File: src/rtl/estimador_sched_pkg.sv
// Shared types and constants for the estimator mux scheduler.
// Channel select codes, the in-flight tag and the grant encoder live here.
package estimador_sched_pkg;

    localparam int NCH = 3;

    localparam logic [1:0] SEL_CH0 = 2'b00;
    localparam logic [1:0] SEL_CH1 = 2'b01;
    localparam logic [1:0] SEL_CH2 = 2'b10;

    typedef struct packed {
        logic       vld;
        logic [1:0] ch;
    } tag_t;

    // A zero grant encodes to SEL_CH0, so the mux idles on channel 0.
    function automatic logic [1:0] onehot_to_sel(input logic [NCH-1:0] oh);
        if (oh[1])      return SEL_CH1;
        else if (oh[2]) return SEL_CH2;
        else            return SEL_CH0;
    endfunction

endpackage

File: src/rtl/estimador_tag_pipe.sv
// Delay line carrying the owner tag of each issue alongside the shared unit.
// Stage LATENCY-1 lines up with the cycle in which the unit presents the result.
module estimador_tag_pipe
    import estimador_sched_pkg::*;
#(
    parameter int LATENCY = 4
) (
    input  logic clk,
    input  logic rst_n,
    input  tag_t tag_i,
    output tag_t tag_o
);

    tag_t stg_q [LATENCY];

    always_ff @(posedge clk or negedge rst_n) begin
        if (!rst_n) begin
            for (int i = 0; i < LATENCY; i++) stg_q[i] <= '0;
        end else begin
            stg_q[0] <= tag_i;
            for (int i = 1; i < LATENCY; i++) stg_q[i] <= stg_q[i-1];
        end
    end

    assign tag_o = stg_q[LATENCY-1];

endmodule

File: src/rtl/estimador_mux_sched.sv
// Arbitrates three estimator channels onto one shared operand mux and
// fixed-latency unit, and steers each result back to its owner.
module estimador_mux_sched
    import estimador_sched_pkg::*;
#(
    parameter int DW      = 21,
    parameter int LATENCY = 4
) (
    input  logic          ap_clk,
    input  logic          ap_rst_n,
    input  logic [2:0]    req_vld,
    output logic [2:0]    req_rdy,
    input  logic          prio_mode,
    output logic [1:0]    mux_sel,
    input  logic          unit_rdy,
    output logic          unit_vld,
    input  logic [DW-1:0] unit_res,
    output logic [DW-1:0] res_dat,
    output logic [2:0]    res_vld,
    output logic          busy
);

    localparam int CW = $clog2(LATENCY + 1);

    logic [1:0]    ptr_q, ptr_d;
    logic [2:0]    grant;
    logic [1:0]    gsel;
    logic [2:0]    sum;
    logic [1:0]    idx;
    logic          found;
    logic [DW-1:0] res_dat_q, res_dat_d;
    logic [2:0]    res_vld_q, res_vld_d;
    logic [CW-1:0] cnt_q, cnt_d;
    tag_t          tag_in, tag_out;

    // Grant is held off during reset so nothing is issued from a cleared state.
    always_comb begin
        grant = '0;
        found = 1'b0;
        sum   = '0;
        idx   = '0;
        if (ap_rst_n && unit_rdy && (|req_vld)) begin
            if (prio_mode) begin
                if (req_vld[0])      grant = 3'b001;
                else if (req_vld[1]) grant = 3'b010;
                else                 grant = 3'b100;
            end else begin
                for (int i = 0; i < NCH; i++) begin
                    sum = {1'b0, ptr_q} + 3'(i);
                    idx = (sum >= 3'd3) ? 2'(sum - 3'd3) : sum[1:0];
                    if (!found && req_vld[idx]) begin
                        grant[idx] = 1'b1;
                        found      = 1'b1;
                    end
                end
            end
        end
    end

    assign gsel     = onehot_to_sel(grant);
    assign req_rdy  = grant;
    assign unit_vld = |grant;
    assign mux_sel  = gsel;

    always_comb begin
        ptr_d = ptr_q;
        if (!prio_mode && (|grant)) ptr_d = (gsel == SEL_CH2) ? SEL_CH0 : gsel + 2'd1;
    end

    assign tag_in = '{vld: unit_vld, ch: gsel};

    estimador_tag_pipe #(.LATENCY(LATENCY)) u_tag_pipe (
        .clk   (ap_clk),
        .rst_n (ap_rst_n),
        .tag_i (tag_in),
        .tag_o (tag_out)
    );

    always_comb begin
        res_vld_d = '0;
        res_dat_d = res_dat_q;
        if (tag_out.vld) begin
            res_vld_d = 3'b001 << tag_out.ch;
            res_dat_d = unit_res;
        end
    end

    // Issue and retire in the same cycle cancel out.
    always_comb begin
        cnt_d = cnt_q;
        case ({unit_vld, tag_out.vld})
            2'b10:   cnt_d = cnt_q + CW'(1);
            2'b01:   cnt_d = cnt_q - CW'(1);
            default: cnt_d = cnt_q;
        endcase
    end

    always_ff @(posedge ap_clk or negedge ap_rst_n) begin
        if (!ap_rst_n) begin
            ptr_q     <= SEL_CH0;
            res_dat_q <= '0;
            res_vld_q <= '0;
            cnt_q     <= '0;
        end else begin
            ptr_q     <= ptr_d;
            res_dat_q <= res_dat_d;
            res_vld_q <= res_vld_d;
            cnt_q     <= cnt_d;
        end
    end

    assign res_dat = res_dat_q;
    assign res_vld = res_vld_q;
    assign busy    = (|req_vld) | (cnt_q != '0);

endmodule
File: config.mk
export PLATFORM = sky130hd
export DESIGN_NAME = estimador_mux_sched
export DESIGN_NICKNAME = d
export VERILOG_FILES = /design/src/rtl/estimador_sched_pkg.sv /design/src/rtl/estimador_tag_pipe.sv /design/src/rtl/estimador_mux_sched.sv
export SDC_FILE = /design/constraint.sdc
export NUM_CORES = 1
export LEC_CHECK = 0
export ABC_AREA = 0
export CAP_MARGIN = 10
export CORE_MARGIN = 10
export CORE_UTILIZATION = 40
export CTS_CLUSTER_DIAMETER = 30
export DETAILED_ROUTE_END_ITERATION = 16
export PLACE_DENSITY = 0.71
export SLEW_MARGIN = 10
export SYNTH_ARGS = -nofsm -noshare
export SYNTH_HDL_FRONTEND = slang
export SYNTH_SLANG_ARGS = --single-unit
File: constraint.sdc
create_clock -name ap_clk -period 3.9 [get_ports ap_clk]
set_input_delay 0.39 -clock ap_clk [delete_from_list [all_inputs] [get_ports ap_clk]]
set_output_delay 0.39 -clock ap_clk [all_outputs]
set_load 0.02 [all_outputs]
After elaboration in Yosys (flattened, before gate mapping)
Index checks and enable logic that the tools add are counted.
W data, S select, Z words.
{"block": "word_totals", "register_bits": 41, "inputBits": 28, "output_inout_bits": 31}
{"block": "classes", "add_sub_neg": 8, "order_cmp": 9, "n_eq_ne": 3, "shifts": 1, "muxes": 37, "bitwise_logic": 3, "n_reduce_logical": 15}
{"op": "$mux W3", "n": 12}
{"op": "$mux W1", "n": 12}
{"op": "$mux W2", "n": 6}
{"op": "$lt A2 B3 Y1 const B", "n": 3}
{"op": "$logic_and A1 B1 Y1", "n": 8}
{"op": "$bmux W1 S2", "n": 3}
{"op": "$demux W1 S2", "n": 3}
{"op": "$ge A2 B1 Y1 const B", "n": 3}
{"op": "$ge A3 B2 Y1 const B", "n": 2}
{"op": "$or A3 B3 Y3", "n": 2}
{"op": "$pmux W3 S2", "n": 1}
{"op": "$reduce_or A3 Y1", "n": 2}
{"op": "$sub A2 B2 Y2 const B", "n": 3}
{"op": "$eq A2 B2 Y1 const B", "n": 2}
{"op": "$add A2 B1 Y3 const B", "n": 1}
{"op": "$add A2 B2 Y3 const B", "n": 1}
{"op": "$add A3 B1 Y3 const B", "n": 1}
{"op": "$logic_not A1 Y1", "n": 3}
{"op": "$reduce_bool A3 Y1", "n": 1}
{"op": "$shl A1 B2 Y3 const A", "n": 1}
{"op": "$sub A3 B1 Y3 const B", "n": 1}
{"op": "$add A2 B1 Y2 const B", "n": 1}
{"op": "$eq A2 B1 Y1 const B", "n": 1}
{"op": "$ge A2 B2 Y1 const B", "n": 1}
{"op": "2 further kinds", "n": 2}

Depth between registers and ports, before layout
{"block": "depth", "word_depth": 21, "depth_mapped": 15}

Hierarchy
From an unflattened synthesis, not the netlist that was laid out.
{"block": "unflattened", "hier_cells": 148, "area_unflattened_um2": 1854.3}
{"mod": "estimador_mux_sched", "n_inst": 1, "cells_per_inst": 133, "area_per_inst_um2": 1531.5, "seq_area_each_um2": 725.7}
{"mod": "estimador_tag_pipe", "n_inst": 1, "cells_per_inst": 15, "area_per_inst_um2": 322.8, "seq_area_each_um2": 300.3}

Least setup slack after synthesis
No wires, ideal clock.
{"block": "synth_timing", "path_type": "reg2reg", "startpoint": "reg ptr_q[0]", "endpoint": "reg cnt_q[1]", "arrival_ns": 2.873, "slack_ns": 0.945, "path_stages_with_launch": 13, "path_buffers": 1, "cell_sequence": "dfrtp_1 inv_1 ha_1 buf_6 mux2_4 nor3_1 a211oi_1 a21oi_1 nor3_1 ha_1 inv_1 fa_1 o21ai_0"}
{"block": "synth_via", "elab_chain_len": 20, "elab_cells_between_ends": 58, "classes_between": "add/sub: 5; order compare: 9; eq/ne: 2; mux: 31; bitwise: 2; reduce/logical: 9"}
{"element": "start, declared", "line": "estimador_mux_sched.sv:25", "rtl": "logic [1:0] ptr_q, ptr_d;"}
{"element": "start signal, assigned", "line": "estimador_mux_sched.sv:105", "rtl": "ptr_q <= ptr_d;"}
{"element": "$sub A2 B2 Y2 or $ge A2 B2 Y1 (tied branches)", "line": "estimador_mux_sched.sv:50", "rtl": "idx = (sum >= 3'd3) ? 2'(sum - 3'd3) : sum[1:0];"}
{"element": "$mux W2", "line": "estimador_mux_sched.sv:50"}
{"element": "$lt A2 B3 Y1 (not written as such), or another cell as far along", "line": "estimador_mux_sched.sv:52", "rtl": "grant[idx] = 1'b1;"}
{"element": "$logic_and A1 B1 Y1 (not written as such) or $mux W1 (tied branches)", "line": "estimador_mux_sched.sv:52, estimador_mux_sched.sv:51"}
{"element": "$mux W1 (on tied branches)", "line": "estimador_mux_sched.sv:52, estimador_mux_sched.sv:51"}
{"element": "$demux W1 S2 or $mux W1 (tied branches)", "line": "estimador_mux_sched.sv:52, estimador_mux_sched.sv:43"}
{"element": "$mux W3 or $mux W1 (tied branches)", "line": "estimador_mux_sched.sv:51, estimador_mux_sched.sv:42"}
{"element": "$mux W3 or $logic_not A1 Y1 (tied branches)", "line": "estimador_mux_sched.sv:43, estimador_mux_sched.sv:51"}
{"element": "[4 not listed]"}
{"element": "$mux W3 or $logic_not A1 Y1 (tied branches)", "line": "estimador_mux_sched.sv:42, estimador_mux_sched.sv:51"}
{"element": "$or A3 B3 Y3 (no line) or $logic_and A1 B1 Y1 (tied branches)"}
{"element": "$mux W3 (*)", "line": "estimador_mux_sched.sv:51", "rtl": "if (!found && req_vld[idx]) begin"}
{"element": "$mux W3 (*)", "line": "estimador_mux_sched.sv:43", "rtl": "if (prio_mode) begin"}
{"element": "$mux W3 (*)", "line": "estimador_mux_sched.sv:42", "rtl": "if (ap_rst_n && unit_rdy && (|req_vld)) begin"}
{"element": "$reduce_or A3 Y1 (*)", "line": "estimador_mux_sched.sv:62", "rtl": "assign unit_vld = |grant;"}
{"element": "$eq A2 B1 Y1 or $eq A2 B2 Y1 (tied branches)", "line": "estimador_mux_sched.sv:91", "rtl": "case ({unit_vld, tag_out.vld})"}
{"element": "$pmux W3 S2 or $reduce_bool A2 Y1 (tied branches)"}
{"element": "end signal, assigned", "line": "estimador_mux_sched.sv:108", "rtl": "cnt_q <= cnt_d;"}
{"element": "end, declared", "line": "estimador_mux_sched.sv:33", "rtl": "logic [CW-1:0] cnt_q, cnt_d;"}
Every way passes the cells marked *; elsewhere a longest branch is shown, timed or not. The select of a mux whose other input is x is not followed.
A chain may end at the register's enable or synchronous reset.

Final worst setup path
{"block": "layout_timing", "startpoint": "reg ptr_q[0]", "endpoint": "out unit_vld"}
{"block": "layout_via", "elab_chain_len": 18, "elab_cells_between_ends": 54, "classes_between": "add/sub: 5; order compare: 9; mux: 30; bitwise: 2; reduce/logical: 8"}
{"element": "$sub A2 B2 Y2 or $ge A2 B2 Y1 (tied branches)", "line": "estimador_mux_sched.sv:50"}
{"element": "$mux W2", "line": "estimador_mux_sched.sv:50"}
{"element": "$lt A2 B3 Y1 (not written as such), or another cell as far along", "line": "estimador_mux_sched.sv:52"}
{"element": "$logic_and A1 B1 Y1 (not written as such) or $mux W1 (tied branches)", "line": "estimador_mux_sched.sv:52, estimador_mux_sched.sv:51"}
{"element": "$mux W1 (on tied branches)", "line": "estimador_mux_sched.sv:52, estimador_mux_sched.sv:51"}
{"element": "$demux W1 S2 or $mux W1 (tied branches)", "line": "estimador_mux_sched.sv:52, estimador_mux_sched.sv:43"}
{"element": "$mux W3 or $mux W1 (tied branches)", "line": "estimador_mux_sched.sv:51, estimador_mux_sched.sv:42"}
{"element": "$mux W3 or $logic_not A1 Y1 (tied branches)", "line": "estimador_mux_sched.sv:43, estimador_mux_sched.sv:51"}
{"element": "[2 not listed]"}
{"element": "$mux W3 or $mux W1 (tied branches)", "line": "estimador_mux_sched.sv:51, estimador_mux_sched.sv:43"}
{"element": "$mux W3 or $mux W1 (tied branches)", "line": "estimador_mux_sched.sv:43, estimador_mux_sched.sv:42"}
{"element": "$mux W3 or $logic_not A1 Y1 (tied branches)", "line": "estimador_mux_sched.sv:42, estimador_mux_sched.sv:51"}
{"element": "$or A3 B3 Y3 (no line) or $logic_and A1 B1 Y1 (tied branches)"}
{"element": "$mux W3 (*)", "line": "estimador_mux_sched.sv:51"}
{"element": "$mux W3 (*)", "line": "estimador_mux_sched.sv:43"}
{"element": "$mux W3 (*)", "line": "estimador_mux_sched.sv:42"}
{"element": "$reduce_or A3 Y1 (*)", "line": "estimador_mux_sched.sv:62"}
{"element": "end, declared", "line": "estimador_mux_sched.sv:16", "rtl": "output logic unit_vld,"}
Marked as above.

==> metrics.log <==
INFO  metric cts_made_buffers = 5
INFO  metric grt_pass1_wl = between 7 and 8 mm
INFO  metric worstMarginPinSlew = 0.920 ns
INFO  metric gp_congestion = about 0.85
INFO  metric htree_levels = 2
INFO  metric core_area = ~0.0045 mm2
INFO  metric design.portCount = 59
INFO  metric average_size_of_a_mapped_cell = 12.2 um2
INFO  metric final_cell_mix = 57 x sky130_fd_sc_hd__clkdlybuf4s50_1, 41 x sky130_fd_sc_hd__dfrtp_1, 21 x sky130_fd_sc_hd__mux2_2
INFO  metric post-synth-top-area-cell = sky130_fd_sc_hd__dfrtp_1
INFO  metric syn-cell-area = approximately 0.0019 mm2
INFO  metric post-synth-top-area-fraction = 0.543
INFO  metric worst_path_largest_cell_delay = roughly 0.55 ns
INFO  metric post_synth_main_area_contributors = sky130_fd_sc_hd__dfrtp_1 54%, sky130_fd_sc_hd__mux2_2 13%, sky130_fd_sc_hd__ha_1 3.3%
INFO  metric pin_count_of_the_biggest_net_entering_global_routing = 42
INFO  metric cellPowerDensity = ~560 mW/mm2
INFO  metric fin_setup_tns = 0 ns
INFO  metric drc = 0
INFO  metric start_kind = flop
INFO  metric timing.max_slew.rel_slack = 0.387
INFO  metric initial_antenna_violation_count = 0
INFO  metric final_common_cell = sky130_fd_sc_hd__clkdlybuf4s50_1
INFO  metric post-dp-hpwl = between 3 and 4 mm
INFO  metric post_dp_cell_area = around 0.0025 mm2
INFO  metric cpLargestDelayFamily = compound AO/OA/AOI/OAI gates
INFO  metric cts.clk_slew.worst_paths = 0.07 ns
INFO  metric drive_above_1_share = 0.171
INFO  metric crit_fanout = 11
INFO  metric synth.ff_latch_count = 41
INFO  metric finalCriticalPeriod = about 3.6 ns
INFO  metric yosys_warnings = 0
INFO  metric pwr-share-comb = 0.368
INFO  metric fin_worst_skew = slightly below 0.005 ns
INFO  metric net-switching-power = between 0.4 and 0.5 mW
INFO  metric grt.overflow.total = 0
INFO  metric cts-root-to-sink-buffers = 2
INFO  metric seq_power_share = 0.410
INFO  metric postLayoutCoreUtil = 0.577
INFO  metric layout.area.seq = 0.00103 mm2
INFO  metric run_status = complete, no violations
INFO  metric drt_pre_antenna_iters = 5
INFO  metric fillers = 374
INFO  metric dr_total_vias = approximately 1400
INFO  metric rsz0062_at_grt = false
INFO  metric timing.critical_path.buf_inv = 2
INFO  metric fin_nets = between 200 and 250
INFO  metric syn-instance-count = around 160
INFO  metric pwr-share-clk = 0.221
INFO  metric place.port_buffers = between 50 and 60
INFO  metric setup.worst_path.end_class = primary output
INFO  metric floorplan.initialDensity = 0.423
INFO  metric first_iter_violations = 96
INFO  metric synth.net_count = between 150 and 200
INFO  metric holdWs = approximately 0.17 ns
INFO  metric wl = between 4 and 5 mm
INFO  metric crit_path_cells = inv_1 -> ha_1 -> or2_1 -> a32oi_2 -> a211oi_1 -> a21oi_1 -> or3_1 -> clkdlybuf4s50_1
INFO  metric first_global_vias = about 1400
INFO  metric die_h = 88.8 um
INFO  metric primary_flip_flop_cell_chosen_by_synthesis_mapping = sky130_fd_sc_hd__dfrtp_1
INFO  metric yosysSeqAreaShare = 0.543
INFO  metric timing.reg2reg.setup_slack = 0.55 ns
INFO  metric cellLeakagePower = around 1.1 nW
INFO  metric min_period_over_period = 0.922
INFO  metric track_usage = 0.118
INFO  metric root_buffer_cell = sky130_fd_sc_hd__clkbuf_8
INFO  metric ant_nets = 0
INFO  metric yosysUniqueCellTypes = between 40 and 50
INFO  metric internal_power = slightly below 1 mW
INFO  metric fin_area = roughly 0.0026 mm2
INFO  metric cts_resized = 0
INFO  metric floorplan.die.width = around 90 um
INFO  metric fmax = 278 MHz
INFO  metric placementRows = 24
INFO  metric tritoncts = done
INFO  metric num_antenna_cells = 0
INFO  metric critical_path_arrival = 3.20 ns
INFO  metric final_max_slew_viol_count = 0
INFO  metric routed_wl_per_cell = roughly 17 um
INFO  metric vdd_drop_max = ~0.27 mV
INFO  metric count_of_flip_flops_with_a_built_in_enable_after_synthesis = 0
INFO  metric timing.final.setup_violations = 0
INFO  metric switching_fraction_of_total_power = 0.317
INFO  metric hold_path.class = in -> async
INFO  metric multi_input_gate_area = between 700 and 800 um2
INFO  metric syn2layout_area_growth = 36.5%
INFO  metric post-cts-setup-buffer-count = 0
INFO  metric slowest_stage = sky130_fd_sc_hd__clkdlybuf4s50_1
INFO  metric maxCapViolations = 0
INFO  metric detail_route.vias_per_cell = around 5.3
INFO  metric finalHoldViolCount = 0
INFO  metric data_required_time_at_the_worst_endpoint = between 3 and 4 ns
INFO  metric setup.worst_path.class = reg -> out
INFO  metric clock_insertion_delay_worst_skew = ~0.28 ns
INFO  metric synth-async-reset-ratio = 1.00
INFO  metric clock-sinks = 41
INFO  metric floorplan.die_area = just under 0.008 mm2
INFO  metric count_of_hold_fix_buffers_inserted_at_cts = 0
metrics by stage:
step / std cells / power (mW) / setup WS [ns]
after detailed placement: 255 / 1.14 / 0.554
after global routing: 262 / 1.53 / 0.0807
after global placement: 255 / 1.13 / 0.576
after floorplan: 155 / 0.896 / 0.945
final: 262 / 1.44 / 0.306
after CTS: 262 / 1.46 / 0.323
area by class of cell:
| class | instances | share of cell area |
|---|---|---|
| sequential | 41 | 0.397 |
| timing repair buffer | 59 | 0.226 |
| multi-input combinational | 92 | 0.295 |
| inverter | 11 | 0.0160 |
| clock buffer | 5 | 0.0267 |
| clock inverter | 2 | 0.0136 |
| tap | 52 | 0.0252 |
layer usage:
layer / routed length, um / part of all wire / vias up / global-route usage
met2: 2250 / 0.49 / 57 / 0.184
met1: 1850 / 0.40 / 669 / 0.144
met4: 55 / 0.012 / 0 / 0.0441
li1: - / - / 649 / -
met3: 413 / 0.090 / 8 / 0.0469
met5: 0 / 0 / - / 0
cell families (layout without fill, tap and decap cells):
kind of cell | count (synthesis) | count (layout) | synth area share
AOI/OAI and AO/OA | 27 | 27 | 0.112
buffers and inverters | 22 | 77 | 0.0543
DFF | 41 | 41 | 0.543
xor gates and xnor gates | 3 | 3 | 0.0139
muxes | 23 | 23 | 0.138
adders and majority gates | 6 | 6 | 0.0437
and+or+nand+nor | 33 | 33 | 0.0953
power groups by stage:
stage	clock, mW	combinational (mW)	sequential (mW)
detailed placement	0	0.537	0.603
global route	0.351	0.573	0.605
finish	0.319	0.531	0.592
global placement	0	0.534	0.596
floorplan	0	0.223	0.672
CTS	0.328	0.540	0.594
cell usage after synthesis, drive strengths merged (2+ instances only):
cell type,number
dfrtp,41
mux2,22
inv,11
nand2,9
buf,7
o21ai,6
ha,5
nor3,5
a21oi,4
clkbuf,4
nor2b,4
a211oi,3
nor2,3
a221oi,2
and2,2
and3b,2
nor4,2
o22ai,2
o311ai,2
xor2,2
final timing paths:
check	cells after the start	from	endpoint
setup / recovery	8	ptr_q[0]$_DFFE_PN0P_	unit_vld
hold / removal	2	ap_rst_n	cnt_q[1]$_DFFE_PN0P_
setup reg to reg	13	ptr_q[0]$_DFFE_PN0P_	cnt_q[2]$_DFFE_PN0P_
hold reg to reg	0	u_tag_pipe.stg_q[6]$_DFF_PN0_	u_tag_pipe.stg_q[3]$_DFF_PN0_
max in group asynchronous	2	ap_rst_n	u_tag_pipe.stg_q[8]$_DFF_PN0_
min in group ap_clk	0	u_tag_pipe.stg_q[6]$_DFF_PN0_	u_tag_pipe.stg_q[3]$_DFF_PN0_
sequential cells by signal, summed over array words and instances (netlist names):
register and flops:
res_vld 3, res_dat 21, ptr_q 2, u_tag_pipe.stg_q 9, u_tag_pipe.tag_o 3, cnt_q 3
Note: power is estimated with default switching activity, not from simulation.
